--- src/rtl/decode_execute_reg_pkg.sv ---
// ---------------------------------------------------------------------------
// pipeline_pkg
// Shared pipeline definitions: default datapath and register-index widths,
// control-field widths, the ResultSrc encoding and a saturating increment
// used by the event counters.
// No ports (package).
// ---------------------------------------------------------------------------
package pipeline_pkg;

  localparam int PKG_DATA_W  = 32;
  localparam int PKG_RADDR_W = 5;
  localparam int ALUCTRL_W   = 3;
  localparam int RESSRC_W    = 2;
  localparam int CNT_W       = 32;

  typedef enum logic [RESSRC_W-1:0] {
    RES_ALU = 2'b00,
    RES_MEM = 2'b01,
    RES_PC4 = 2'b10
  } result_src_e;

  // Counters stick at all-ones instead of wrapping back to zero.
  function automatic logic [CNT_W-1:0] sat_inc(input logic [CNT_W-1:0] v);
    return (&v) ? v : v + 32'd1;
  endfunction

endpackage

--- src/rtl/decode_execute_reg_if.sv ---
// ---------------------------------------------------------------------------
// decode_execute_reg_if
// Bundles the Decode-side words/controls, the Execute-side registered copies,
// the hazard controls (FlushE, StallE) and the event counters.
//   master : drives D fields, FlushE, StallE; observes E fields and counters
//   slave  : the Decode/Execute register itself
// Parameters: DATA_W (datapath word width), RADDR_W (register index width).
// ---------------------------------------------------------------------------
interface decode_execute_reg_if #(
  parameter int DATA_W  = pipeline_pkg::PKG_DATA_W,
  parameter int RADDR_W = pipeline_pkg::PKG_RADDR_W
) ();

  logic                                FlushE;
  logic                                StallE;

  logic [DATA_W-1:0]                   RD1D, RD2D, PCD, ImmExtD, PCPlus4D;
  logic [RADDR_W-1:0]                  Rs1D, Rs2D, RdD;
  logic                                RegWriteD, MemWriteD, JumpD, BranchD, ALUSrcD;
  logic [pipeline_pkg::RESSRC_W-1:0]   ResultSrcD;
  logic [pipeline_pkg::ALUCTRL_W-1:0]  ALUControlD;

  logic [DATA_W-1:0]                   RD1E, RD2E, PCE, ImmExtE, PCPlus4E;
  logic [RADDR_W-1:0]                  Rs1E, Rs2E, RdE;
  logic                                RegWriteE, MemWriteE, JumpE, BranchE, ALUSrcE;
  logic [pipeline_pkg::RESSRC_W-1:0]   ResultSrcE;
  logic [pipeline_pkg::ALUCTRL_W-1:0]  ALUControlE;
  logic                                ValidE;
  logic [pipeline_pkg::CNT_W-1:0]      FlushCntE, StallCntE;

  modport master (
    output FlushE, StallE,
    output RD1D, RD2D, PCD, ImmExtD, PCPlus4D, Rs1D, Rs2D, RdD,
    output RegWriteD, MemWriteD, JumpD, BranchD, ALUSrcD, ResultSrcD, ALUControlD,
    input  RD1E, RD2E, PCE, ImmExtE, PCPlus4E, Rs1E, Rs2E, RdE,
    input  RegWriteE, MemWriteE, JumpE, BranchE, ALUSrcE, ResultSrcE, ALUControlE,
    input  ValidE, FlushCntE, StallCntE
  );

  modport slave (
    input  FlushE, StallE,
    input  RD1D, RD2D, PCD, ImmExtD, PCPlus4D, Rs1D, Rs2D, RdD,
    input  RegWriteD, MemWriteD, JumpD, BranchD, ALUSrcD, ResultSrcD, ALUControlD,
    output RD1E, RD2E, PCE, ImmExtE, PCPlus4E, Rs1E, Rs2E, RdE,
    output RegWriteE, MemWriteE, JumpE, BranchE, ALUSrcE, ResultSrcE, ALUControlE,
    output ValidE, FlushCntE, StallCntE
  );

endinterface

--- src/rtl/decode_execute_reg_pipe_reg.sv ---
// ---------------------------------------------------------------------------
// pipe_reg
// One pipeline field register with synchronous clear and load enable.
// Priority: rst (active-low, synchronous) > clr > en > hold.
// Ports:
//   clk   in  1      rising-edge clock
//   rst   in  1      synchronous active-low reset
//   en    in  1      load enable
//   clr   in  1      synchronous clear (bubble)
//   i_d   in  WIDTH  next value
//   o_q   out WIDTH  registered value
// ---------------------------------------------------------------------------
module pipe_reg #(
  parameter int WIDTH = 1
) (
  input  logic             clk,
  input  logic             rst,
  input  logic             en,
  input  logic             clr,
  input  logic [WIDTH-1:0] i_d,
  output logic [WIDTH-1:0] o_q
);

  logic [WIDTH-1:0] r_q;

  always_ff @(posedge clk) begin
    if (!rst)      r_q <= '0;
    else if (clr)  r_q <= '0;
    else if (en)   r_q <= i_d;
  end

  assign o_q = r_q;

endmodule

--- src/rtl/decode_execute_reg.sv ---
// ---------------------------------------------------------------------------
// decode_execute_reg
// Decode -> Execute pipeline register. Every field is registered with one
// cycle of latency; FlushE inserts an all-zero bubble (ValidE=0, register
// indices 0 so the bubble never matches the forwarding comparators), StallE
// holds the current contents. Priority: rst > FlushE > StallE > load.
// Optional feature macro: DE_PERF_CNT_EN -- when defined, FlushCntE/StallCntE
// count flush and stall cycles (saturating); otherwise both read as 0.
// Ports:
//   clk  in  1   rising-edge clock
//   rst  in  1   synchronous active-low reset
//   bus  decode_execute_reg_if.slave
//        FlushE, StallE, *D inputs ; *E outputs, ValidE, FlushCntE, StallCntE
// ---------------------------------------------------------------------------
module decode_execute_reg
  import pipeline_pkg::*;
#(
  parameter int DATA_W  = PKG_DATA_W,
  parameter int RADDR_W = PKG_RADDR_W
) (
  input  logic                 clk,
  input  logic                 rst,
  decode_execute_reg_if.slave  bus
);

  logic w_en;
  logic w_clr;

  // A simultaneous flush and stall resolves as a flush inside pipe_reg,
  // because clr outranks en there.
  assign w_clr = bus.FlushE;
  assign w_en  = ~bus.StallE;

  // Datapath words
  pipe_reg #(.WIDTH(DATA_W)) u_rd1 (.clk(clk), .rst(rst), .en(w_en), .clr(w_clr),
    .i_d(bus.RD1D), .o_q(bus.RD1E));
  pipe_reg #(.WIDTH(DATA_W)) u_rd2 (.clk(clk), .rst(rst), .en(w_en), .clr(w_clr),
    .i_d(bus.RD2D), .o_q(bus.RD2E));
  pipe_reg #(.WIDTH(DATA_W)) u_pc (.clk(clk), .rst(rst), .en(w_en), .clr(w_clr),
    .i_d(bus.PCD), .o_q(bus.PCE));
  pipe_reg #(.WIDTH(DATA_W)) u_imm (.clk(clk), .rst(rst), .en(w_en), .clr(w_clr),
    .i_d(bus.ImmExtD), .o_q(bus.ImmExtE));
  pipe_reg #(.WIDTH(DATA_W)) u_pc4 (.clk(clk), .rst(rst), .en(w_en), .clr(w_clr),
    .i_d(bus.PCPlus4D), .o_q(bus.PCPlus4E));

  // Register indices
  pipe_reg #(.WIDTH(RADDR_W)) u_rs1 (.clk(clk), .rst(rst), .en(w_en), .clr(w_clr),
    .i_d(bus.Rs1D), .o_q(bus.Rs1E));
  pipe_reg #(.WIDTH(RADDR_W)) u_rs2 (.clk(clk), .rst(rst), .en(w_en), .clr(w_clr),
    .i_d(bus.Rs2D), .o_q(bus.Rs2E));
  pipe_reg #(.WIDTH(RADDR_W)) u_rd (.clk(clk), .rst(rst), .en(w_en), .clr(w_clr),
    .i_d(bus.RdD), .o_q(bus.RdE));

  // Control
  pipe_reg #(.WIDTH(1)) u_regwr (.clk(clk), .rst(rst), .en(w_en), .clr(w_clr),
    .i_d(bus.RegWriteD), .o_q(bus.RegWriteE));
  pipe_reg #(.WIDTH(1)) u_memwr (.clk(clk), .rst(rst), .en(w_en), .clr(w_clr),
    .i_d(bus.MemWriteD), .o_q(bus.MemWriteE));
  pipe_reg #(.WIDTH(1)) u_jump (.clk(clk), .rst(rst), .en(w_en), .clr(w_clr),
    .i_d(bus.JumpD), .o_q(bus.JumpE));
  pipe_reg #(.WIDTH(1)) u_branch (.clk(clk), .rst(rst), .en(w_en), .clr(w_clr),
    .i_d(bus.BranchD), .o_q(bus.BranchE));
  pipe_reg #(.WIDTH(1)) u_alusrc (.clk(clk), .rst(rst), .en(w_en), .clr(w_clr),
    .i_d(bus.ALUSrcD), .o_q(bus.ALUSrcE));
  pipe_reg #(.WIDTH(RESSRC_W)) u_ressrc (.clk(clk), .rst(rst), .en(w_en), .clr(w_clr),
    .i_d(bus.ResultSrcD), .o_q(bus.ResultSrcE));
  pipe_reg #(.WIDTH(ALUCTRL_W)) u_aluctl (.clk(clk), .rst(rst), .en(w_en), .clr(w_clr),
    .i_d(bus.ALUControlD), .o_q(bus.ALUControlE));

  // Valid bit: every load carries a real instruction, bubbles and reset clear it.
  pipe_reg #(.WIDTH(1)) u_valid (.clk(clk), .rst(rst), .en(w_en), .clr(w_clr),
    .i_d(1'b1), .o_q(bus.ValidE));

`ifdef DE_PERF_CNT_EN
  logic [CNT_W-1:0] r_flush_cnt;
  logic [CNT_W-1:0] r_stall_cnt;

  // A flush+stall cycle counts only as a flush.
  always_ff @(posedge clk) begin
    if (!rst) begin
      r_flush_cnt <= '0;
      r_stall_cnt <= '0;
    end else if (bus.FlushE) begin
      r_flush_cnt <= sat_inc(r_flush_cnt);
    end else if (bus.StallE) begin
      r_stall_cnt <= sat_inc(r_stall_cnt);
    end
  end

  assign bus.FlushCntE = r_flush_cnt;
  assign bus.StallCntE = r_stall_cnt;
`else
  assign bus.FlushCntE = '0;
  assign bus.StallCntE = '0;
`endif

endmodule
--- src/flat_wrapper.sv ---
// flat-port wrapper written by rule: the top's interface ports become plain ports
module decode_execute_reg_flat import pipeline_pkg::*;
#(
  parameter int DATA_W  = PKG_DATA_W,
  parameter int RADDR_W = PKG_RADDR_W
)
  (clk, rst, bus_FlushE, bus_StallE, bus_RD1D, bus_RD2D, bus_PCD, bus_ImmExtD, bus_PCPlus4D, bus_Rs1D, bus_Rs2D, bus_RdD, bus_RegWriteD, bus_MemWriteD, bus_JumpD, bus_BranchD, bus_ALUSrcD, bus_ResultSrcD, bus_ALUControlD, bus_RD1E, bus_RD2E, bus_PCE, bus_ImmExtE, bus_PCPlus4E, bus_Rs1E, bus_Rs2E, bus_RdE, bus_RegWriteE, bus_MemWriteE, bus_JumpE, bus_BranchE, bus_ALUSrcE, bus_ResultSrcE, bus_ALUControlE, bus_ValidE, bus_FlushCntE, bus_StallCntE);
  decode_execute_reg_if #(.DATA_W(DATA_W), .RADDR_W(RADDR_W)) bus_i ();
  input  logic clk;
  input  logic rst;
  input wire logic [$bits(bus_i.FlushE)-1:0] bus_FlushE;
  input wire logic [$bits(bus_i.StallE)-1:0] bus_StallE;
  input wire logic [$bits(bus_i.RD1D)-1:0] bus_RD1D;
  input wire logic [$bits(bus_i.RD2D)-1:0] bus_RD2D;
  input wire logic [$bits(bus_i.PCD)-1:0] bus_PCD;
  input wire logic [$bits(bus_i.ImmExtD)-1:0] bus_ImmExtD;
  input wire logic [$bits(bus_i.PCPlus4D)-1:0] bus_PCPlus4D;
  input wire logic [$bits(bus_i.Rs1D)-1:0] bus_Rs1D;
  input wire logic [$bits(bus_i.Rs2D)-1:0] bus_Rs2D;
  input wire logic [$bits(bus_i.RdD)-1:0] bus_RdD;
  input wire logic [$bits(bus_i.RegWriteD)-1:0] bus_RegWriteD;
  input wire logic [$bits(bus_i.MemWriteD)-1:0] bus_MemWriteD;
  input wire logic [$bits(bus_i.JumpD)-1:0] bus_JumpD;
  input wire logic [$bits(bus_i.BranchD)-1:0] bus_BranchD;
  input wire logic [$bits(bus_i.ALUSrcD)-1:0] bus_ALUSrcD;
  input wire logic [$bits(bus_i.ResultSrcD)-1:0] bus_ResultSrcD;
  input wire logic [$bits(bus_i.ALUControlD)-1:0] bus_ALUControlD;
  output wire logic [$bits(bus_i.RD1E)-1:0] bus_RD1E;
  output wire logic [$bits(bus_i.RD2E)-1:0] bus_RD2E;
  output wire logic [$bits(bus_i.PCE)-1:0] bus_PCE;
  output wire logic [$bits(bus_i.ImmExtE)-1:0] bus_ImmExtE;
  output wire logic [$bits(bus_i.PCPlus4E)-1:0] bus_PCPlus4E;
  output wire logic [$bits(bus_i.Rs1E)-1:0] bus_Rs1E;
  output wire logic [$bits(bus_i.Rs2E)-1:0] bus_Rs2E;
  output wire logic [$bits(bus_i.RdE)-1:0] bus_RdE;
  output wire logic [$bits(bus_i.RegWriteE)-1:0] bus_RegWriteE;
  output wire logic [$bits(bus_i.MemWriteE)-1:0] bus_MemWriteE;
  output wire logic [$bits(bus_i.JumpE)-1:0] bus_JumpE;
  output wire logic [$bits(bus_i.BranchE)-1:0] bus_BranchE;
  output wire logic [$bits(bus_i.ALUSrcE)-1:0] bus_ALUSrcE;
  output wire logic [$bits(bus_i.ResultSrcE)-1:0] bus_ResultSrcE;
  output wire logic [$bits(bus_i.ALUControlE)-1:0] bus_ALUControlE;
  output wire logic [$bits(bus_i.ValidE)-1:0] bus_ValidE;
  output wire logic [$bits(bus_i.FlushCntE)-1:0] bus_FlushCntE;
  output wire logic [$bits(bus_i.StallCntE)-1:0] bus_StallCntE;
  assign bus_i.FlushE = bus_FlushE;
  assign bus_i.StallE = bus_StallE;
  assign bus_i.RD1D = bus_RD1D;
  assign bus_i.RD2D = bus_RD2D;
  assign bus_i.PCD = bus_PCD;
  assign bus_i.ImmExtD = bus_ImmExtD;
  assign bus_i.PCPlus4D = bus_PCPlus4D;
  assign bus_i.Rs1D = bus_Rs1D;
  assign bus_i.Rs2D = bus_Rs2D;
  assign bus_i.RdD = bus_RdD;
  assign bus_i.RegWriteD = bus_RegWriteD;
  assign bus_i.MemWriteD = bus_MemWriteD;
  assign bus_i.JumpD = bus_JumpD;
  assign bus_i.BranchD = bus_BranchD;
  assign bus_i.ALUSrcD = bus_ALUSrcD;
  assign bus_i.ResultSrcD = bus_ResultSrcD;
  assign bus_i.ALUControlD = bus_ALUControlD;
  assign bus_RD1E = bus_i.RD1E;
  assign bus_RD2E = bus_i.RD2E;
  assign bus_PCE = bus_i.PCE;
  assign bus_ImmExtE = bus_i.ImmExtE;
  assign bus_PCPlus4E = bus_i.PCPlus4E;
  assign bus_Rs1E = bus_i.Rs1E;
  assign bus_Rs2E = bus_i.Rs2E;
  assign bus_RdE = bus_i.RdE;
  assign bus_RegWriteE = bus_i.RegWriteE;
  assign bus_MemWriteE = bus_i.MemWriteE;
  assign bus_JumpE = bus_i.JumpE;
  assign bus_BranchE = bus_i.BranchE;
  assign bus_ALUSrcE = bus_i.ALUSrcE;
  assign bus_ResultSrcE = bus_i.ResultSrcE;
  assign bus_ALUControlE = bus_i.ALUControlE;
  assign bus_ValidE = bus_i.ValidE;
  assign bus_FlushCntE = bus_i.FlushCntE;
  assign bus_StallCntE = bus_i.StallCntE;
  decode_execute_reg #(.DATA_W(DATA_W), .RADDR_W(RADDR_W)) u_core (.clk(clk), .rst(rst), .bus(bus_i));
endmodule
--- config.mk ---
export PLATFORM = sky130hd
export DESIGN_NAME = decode_execute_reg_flat
export DESIGN_NICKNAME = d
export VERILOG_FILES = /design/src/rtl/decode_execute_reg_pkg.sv /design/src/rtl/decode_execute_reg_if.sv /design/src/rtl/decode_execute_reg_pipe_reg.sv /design/src/rtl/decode_execute_reg.sv /design/src/flat_wrapper.sv
export SDC_FILE = /design/constraint.sdc
export NUM_CORES = 1
export LEC_CHECK = 0
export ABC_AREA = 0
export BUFFER_PORTS_ARGS = -buffer_cell sky130_fd_sc_hd__buf_2
export CORE_AREA = 2 2 169 171
export DETAILED_ROUTE_END_ITERATION = 10
export DIE_AREA = 0 0 171 173
export PLACE_DENSITY = 0.55
export SYNTH_ARGS = -nofsm -noshare
export SYNTH_HDL_FRONTEND = slang
export SYNTH_SLANG_ARGS = --single-unit
--- constraint.sdc ---
create_clock -name clk -period 0.88 [get_ports clk]
set_input_delay 0.044 -clock clk [delete_from_list [all_inputs] [get_ports clk]]
set_output_delay 0.044 -clock clk [all_outputs]
set_load 0.02 [all_outputs]
==> out/qor.log <==
qor: power_and_ir_drop.share_clk_of_total_power 0.395
qor: drt.routed_wl 24.0 mm
qor: timing.timing.clock.skew 0 ns
qor: hold_path.hold_path_class in2reg
qor: worst_setup_path.worst-endpoint-required 0.84 ns
qor: power_and_ir_drop.switching_power 5.32 mW
qor: flow_run.max_capacitance_violation_count 0
qor: final_layout.antenna_diodes 0
qor: clock_network.clockRootBuffer sky130_fd_sc_hd__clkbuf_16
qor: final_layout.area_growth 88.3%
qor: timing.achievable-frequency 1040 MHz
qor: final_layout.multi_input_area 0.00281 mm²
qor: clock_network.cts_inserted_buffers 17
qor: final_layout.nNetsFinal 1452
qor: clock_network.tritoncts done
qor: drt.avgRoutedWirePerCell 14.5 µm
qor: timing.timing.final.hold_violations 0
qor: worst_setup_path.crit-reg2reg-capture u_core.u_imm.o_q[22]
qor: timing.final_critical_path_setup_slack -0.0852 ns
qor: drt.final_antenna_net_count 0
qor: die.die_w 171 µm
qor: worst_setup_path.cp_top_family flip-flops
qor: placement.placed_cells_incl_taps 1417
qor: hold_path.hp-start bus_StallE
qor: timing.finalCritPeriodShare 1.10
qor: run_status.run_status finished with violations
qor: worst_setup_path.cp_max_fo 2
qor: worst_setup_path.slowest_delay 0.37 ns
qor: clock_network.insertion_delay 0.42 ns
qor: placement.io_buffer_count 374
qor: die.num_rows 61
qor: clock_network.number_of_h_tree_levels 4
qor: timing.setup_viol 186
qor: hold_path.worst_min_delay_path_endpoint u_core.u_pc.o_q[31]
qor: power_and_ir_drop.internal-power 15.6 mW
qor: worst_setup_path.crit_chain buf_6
qor: hold_path.timing.hold.worst_path_depth 4
qor: final_layout.instances_no_fill 1654
qor: worst_setup_path.worst_setup_path_category reg2out
qor: power_and_ir_drop.power_density 1550 mW/mm²
qor: power_and_ir_drop.power_frac_comb 0.176
qor: synth.synth.ff_latch_count 186
qor: die.die-area 0.0296 mm²
qor: synth.syn_area_per_cell 10.7 µm²
qor: final_layout.layout.core_utilization 0.487
qor: worst_setup_path.timing.reg2reg.setup_slack 0.08 ns
qor: worst_setup_path.reg2reg_depth 3
qor: power_and_ir_drop.seq_power_share 0.429
qor: timing.finalCriticalPeriod 0.965 ns
qor: final_layout.num-fill-cells 2417
qor: global_route.grt_pass1_wl 36.2 mm
qor: placement.place_congestion 0.744
qor: synth.post_synth_inst_count 666
qor: synth.post_synthesis_cell_area 0.00714 mm²
qor: final_layout.post-route-cell-area 0.0134 mm²
qor: power_and_ir_drop.power.static_leakage 6.50 nW
qor: run_status.violations negative setup slack
qor: global_route.initial_antenna_violation_count 0
qor: drt.vias_per_cell 4.04
qor: die.floorplan.die.height 173 µm
qor: worst_setup_path.r2r-start u_core.u_imm.o_q[22]
qor: drt.initialDrtViolationCount 185
qor: synth.synth.distinct_cells 12
qor: die.start_util 0.259
qor: power_and_ir_drop.power.ir.vdd_worst 0.965 mV
qor: worst_setup_path.endpoint_kind primary output
qor: placement.dpl.hpwl 14.8 mm
qor: power_and_ir_drop.power.share.switching 0.255
qor: clock_network.clock_path_buffers 2
qor: synth.synth-seq-area-share 0.521
qor: die.top_level_ports 439
qor: timing.finalHoldWorstSlack 0.0621 ns
qor: global_route.grt-ovfl-total 0
qor: drt.detail_route.first_pass.iterations 4
qor: clock_network.cts.reportedPaths.clkPinSlew 0.07 ns
qor: drt.routed-via-count 6682
qor: timing.unrepaired_setup_endpoints_after_global_routing yes
qor: global_route.global_route.usage.total 0.155
qor: die.core_box_area 0.0276 mm²
qor: final_layout.final_layout_size_suffix_gt1_frac 0.512
qor: global_route.largest_net_degree_at_the_start_of_global_routing 29
qor: worst_setup_path.setup.worst_path.start_class flop
qor: placement.detailed_place.area 0.00943 mm²
qor: synth.synth.yosys.warnings 0
qor: worst_setup_path.buffer_and_inverter_count_on_the_worst_path 1
qor: timing.drv_slew 0
qor: global_route.first_global_vias 7079
qor: worst_setup_path.critPathSlowestCell sky130_fd_sc_hd__dfxtp_2
qor: worst_setup_path.critical_path_arrival 0.92 ns
qor: drt.drc 0
qor: clock_network.cts_num_sinks 186
qor: final_layout.regArea 0.00396 mm²
==> worst min-delay path, cell delays in order <==
cell	delay (ns)
sky130_fd_sc_hd__buf_8	0.09
sky130_fd_sc_hd__buf_12	0.16
sky130_fd_sc_hd__mux2i_1	0.09
sky130_fd_sc_hd__nor2_1	0.07
==> layout by cell type (no fill, tap or decap) <==
cell type | synthesis | routed
sky130_fd_sc_hd__buf_2 | 17 | 187
sky130_fd_sc_hd__buf_6 | 1 | 186
sky130_fd_sc_hd__dfxtp_2 | 0 | 186
sky130_fd_sc_hd__mux2i_1 | 185 | 185
sky130_fd_sc_hd__nor2_1 | 185 | 185
sky130_fd_sc_hd__dlygate4sd3_1 | 0 | 185
sky130_fd_sc_hd__conb_1 | 1 | 64
sky130_fd_sc_hd__buf_4 | 69 | 44
sky130_fd_sc_hd__buf_12 | 0 | 18
sky130_fd_sc_hd__clkbuf_16 | 0 | 17
sky130_fd_sc_hd__bufinv_16 | 0 | 4
sky130_fd_sc_hd__inv_6 | 0 | 3
sky130_fd_sc_hd__clkinv_4 | 0 | 2
sky130_fd_sc_hd__clkinv_2 | 0 | 2
sky130_fd_sc_hd__clkinvlp_4 | 0 | 2
sky130_fd_sc_hd__clkbuf_1 | 4 | 2
sky130_fd_sc_hd__nand2b_4 | 0 | 1
sky130_fd_sc_hd__inv_1 | 1 | 1
sky130_fd_sc_hd__a21oi_1 | 1 | 1
sky130_fd_sc_hd__buf_8 | 15 | 1
==> worst max-delay path by stage <==
stage,startpoint,end,slack [ns],cells after the start
floorplan,bus_StallE,u_core.u_pc.o_q[6],0.06,5
global placement,bus_StallE,u_core.u_rd1.o_q[1],-0.003,5
detailed placement,bus_StallE,u_core.u_rd2.o_q[3],-0.01,5
CTS,u_core.u_rd.o_q[0],bus_RdE[0],-0.11,1
finish,u_core.u_rd2.o_q[26],bus_RD2E[26],-0.09,1
global route,u_core.u_rd2.o_q[18],bus_RD2E[18],-0.12,1
==> cell families (layout without fill, tap and decap cells) <==
| logic type | after synthesis | after routing | synth area share |
|---|---|---|---|
| compound gates | 1 | 1 | 0.000700 |
| buf+inv | 107 | 654 | 0.120 |
| mux | 185 | 185 | 0.259 |
| simple gates | 186 | 186 | 0.0981 |
| flops | 186 | 186 | 0.521 |
| other cells | 1 | 64 | 0.000525 |
==> through the flow <==
stage | total power [mW] | TNS [ns] | setup WS, ns
after global routing | 21.8 | -16.37 | -0.116
after global placement | 11.6 | -0.00775 | -0.00312
final | 20.9 | -7.60 | -0.0852
after floorplan | 10.8 | 0 | 0.0569
after CTS | 21.1 | -13.47 | -0.110
after detailed placement | 11.6 | -0.0602 | -0.0134
==> flip-flops by register name, summed over array words and instances (netlist names), 2 cells and up <==
signal	cells
u_core.u_ressrc.o_q	2
u_core.u_rd1.o_q	32
u_core.u_imm.o_q	32
u_core.u_pc4.o_q	32
u_core.u_rs2.o_q	5
u_core.u_rd2.o_q	32
u_core.u_rd.o_q	5
u_core.u_pc.o_q	32
u_core.u_aluctl.o_q	3
u_core.u_rs1.o_q	5
==> routing by layer <==
metal	vias to the layer above	wire (µm)	GRT usage
met5	-	0	0
met4	0	892	0.0777
met3	57	1700	0.0465
met2	285	12200	0.279
met1	3099	9210	0.163
li1	3241	-	-
==> what timing repair did <==
action / 4_1_cts / 5_1_grt
setup endpoints to repair: 186 / 186
resized for setup: 558 / 0
hold buffers: 185 / 0
setup buffers: 6 / 14
hold endpoints to repair: 185 / 0
==> power groups by stage <==
| stage | Sequential [mW] | Combinational (mW) | Clock (mW) |
|---|---|---|---|
| finish | 8.96 | 3.67 | 8.25 |
| floorplan | 9.36 | 1.45 | 0 |
| detailed placement | 9.02 | 2.59 | 0 |
| global route | 8.98 | 3.90 | 8.88 |
| CTS | 8.94 | 3.58 | 8.55 |
| global placement | 9.01 | 2.58 | 0 |
==> synth_stat cells <==
cell | n | area (µm²)
sky130_fd_sc_hd__nor2_1 | 185 | 694
sky130_fd_sc_hd__nand2b_1 | 1 | 6.26
sky130_fd_sc_hd__a21oi_1 | 1 | 5.00
sky130_fd_sc_hd__dfxtp_1 | 186 | 3720
sky130_fd_sc_hd__mux2i_1 | 185 | 1850
sky130_fd_sc_hd__inv_1 | 1 | 3.75
sky130_fd_sc_hd__clkbuf_1 | 4 | 15.0
sky130_fd_sc_hd__buf_6 | 1 | 11.3
sky130_fd_sc_hd__conb_1 | 1 | 3.75
sky130_fd_sc_hd__buf_2 | 17 | 85.1
sky130_fd_sc_hd__buf_4 | 69 | 518
sky130_fd_sc_hd__buf_8 | 15 | 225
==> area by class of cell <==
type | instances | area share
multi-input combinational | 436 | 0.209
inverter | 1 | 0.000279
timing repair buffer | 621 | 0.416
tap | 378 | 0.0352
sequential | 186 | 0.294
clock buffer | 19 | 0.0322
clock inverter | 13 | 0.0140
No activity file was read; power rests on OpenSTA's default activity.
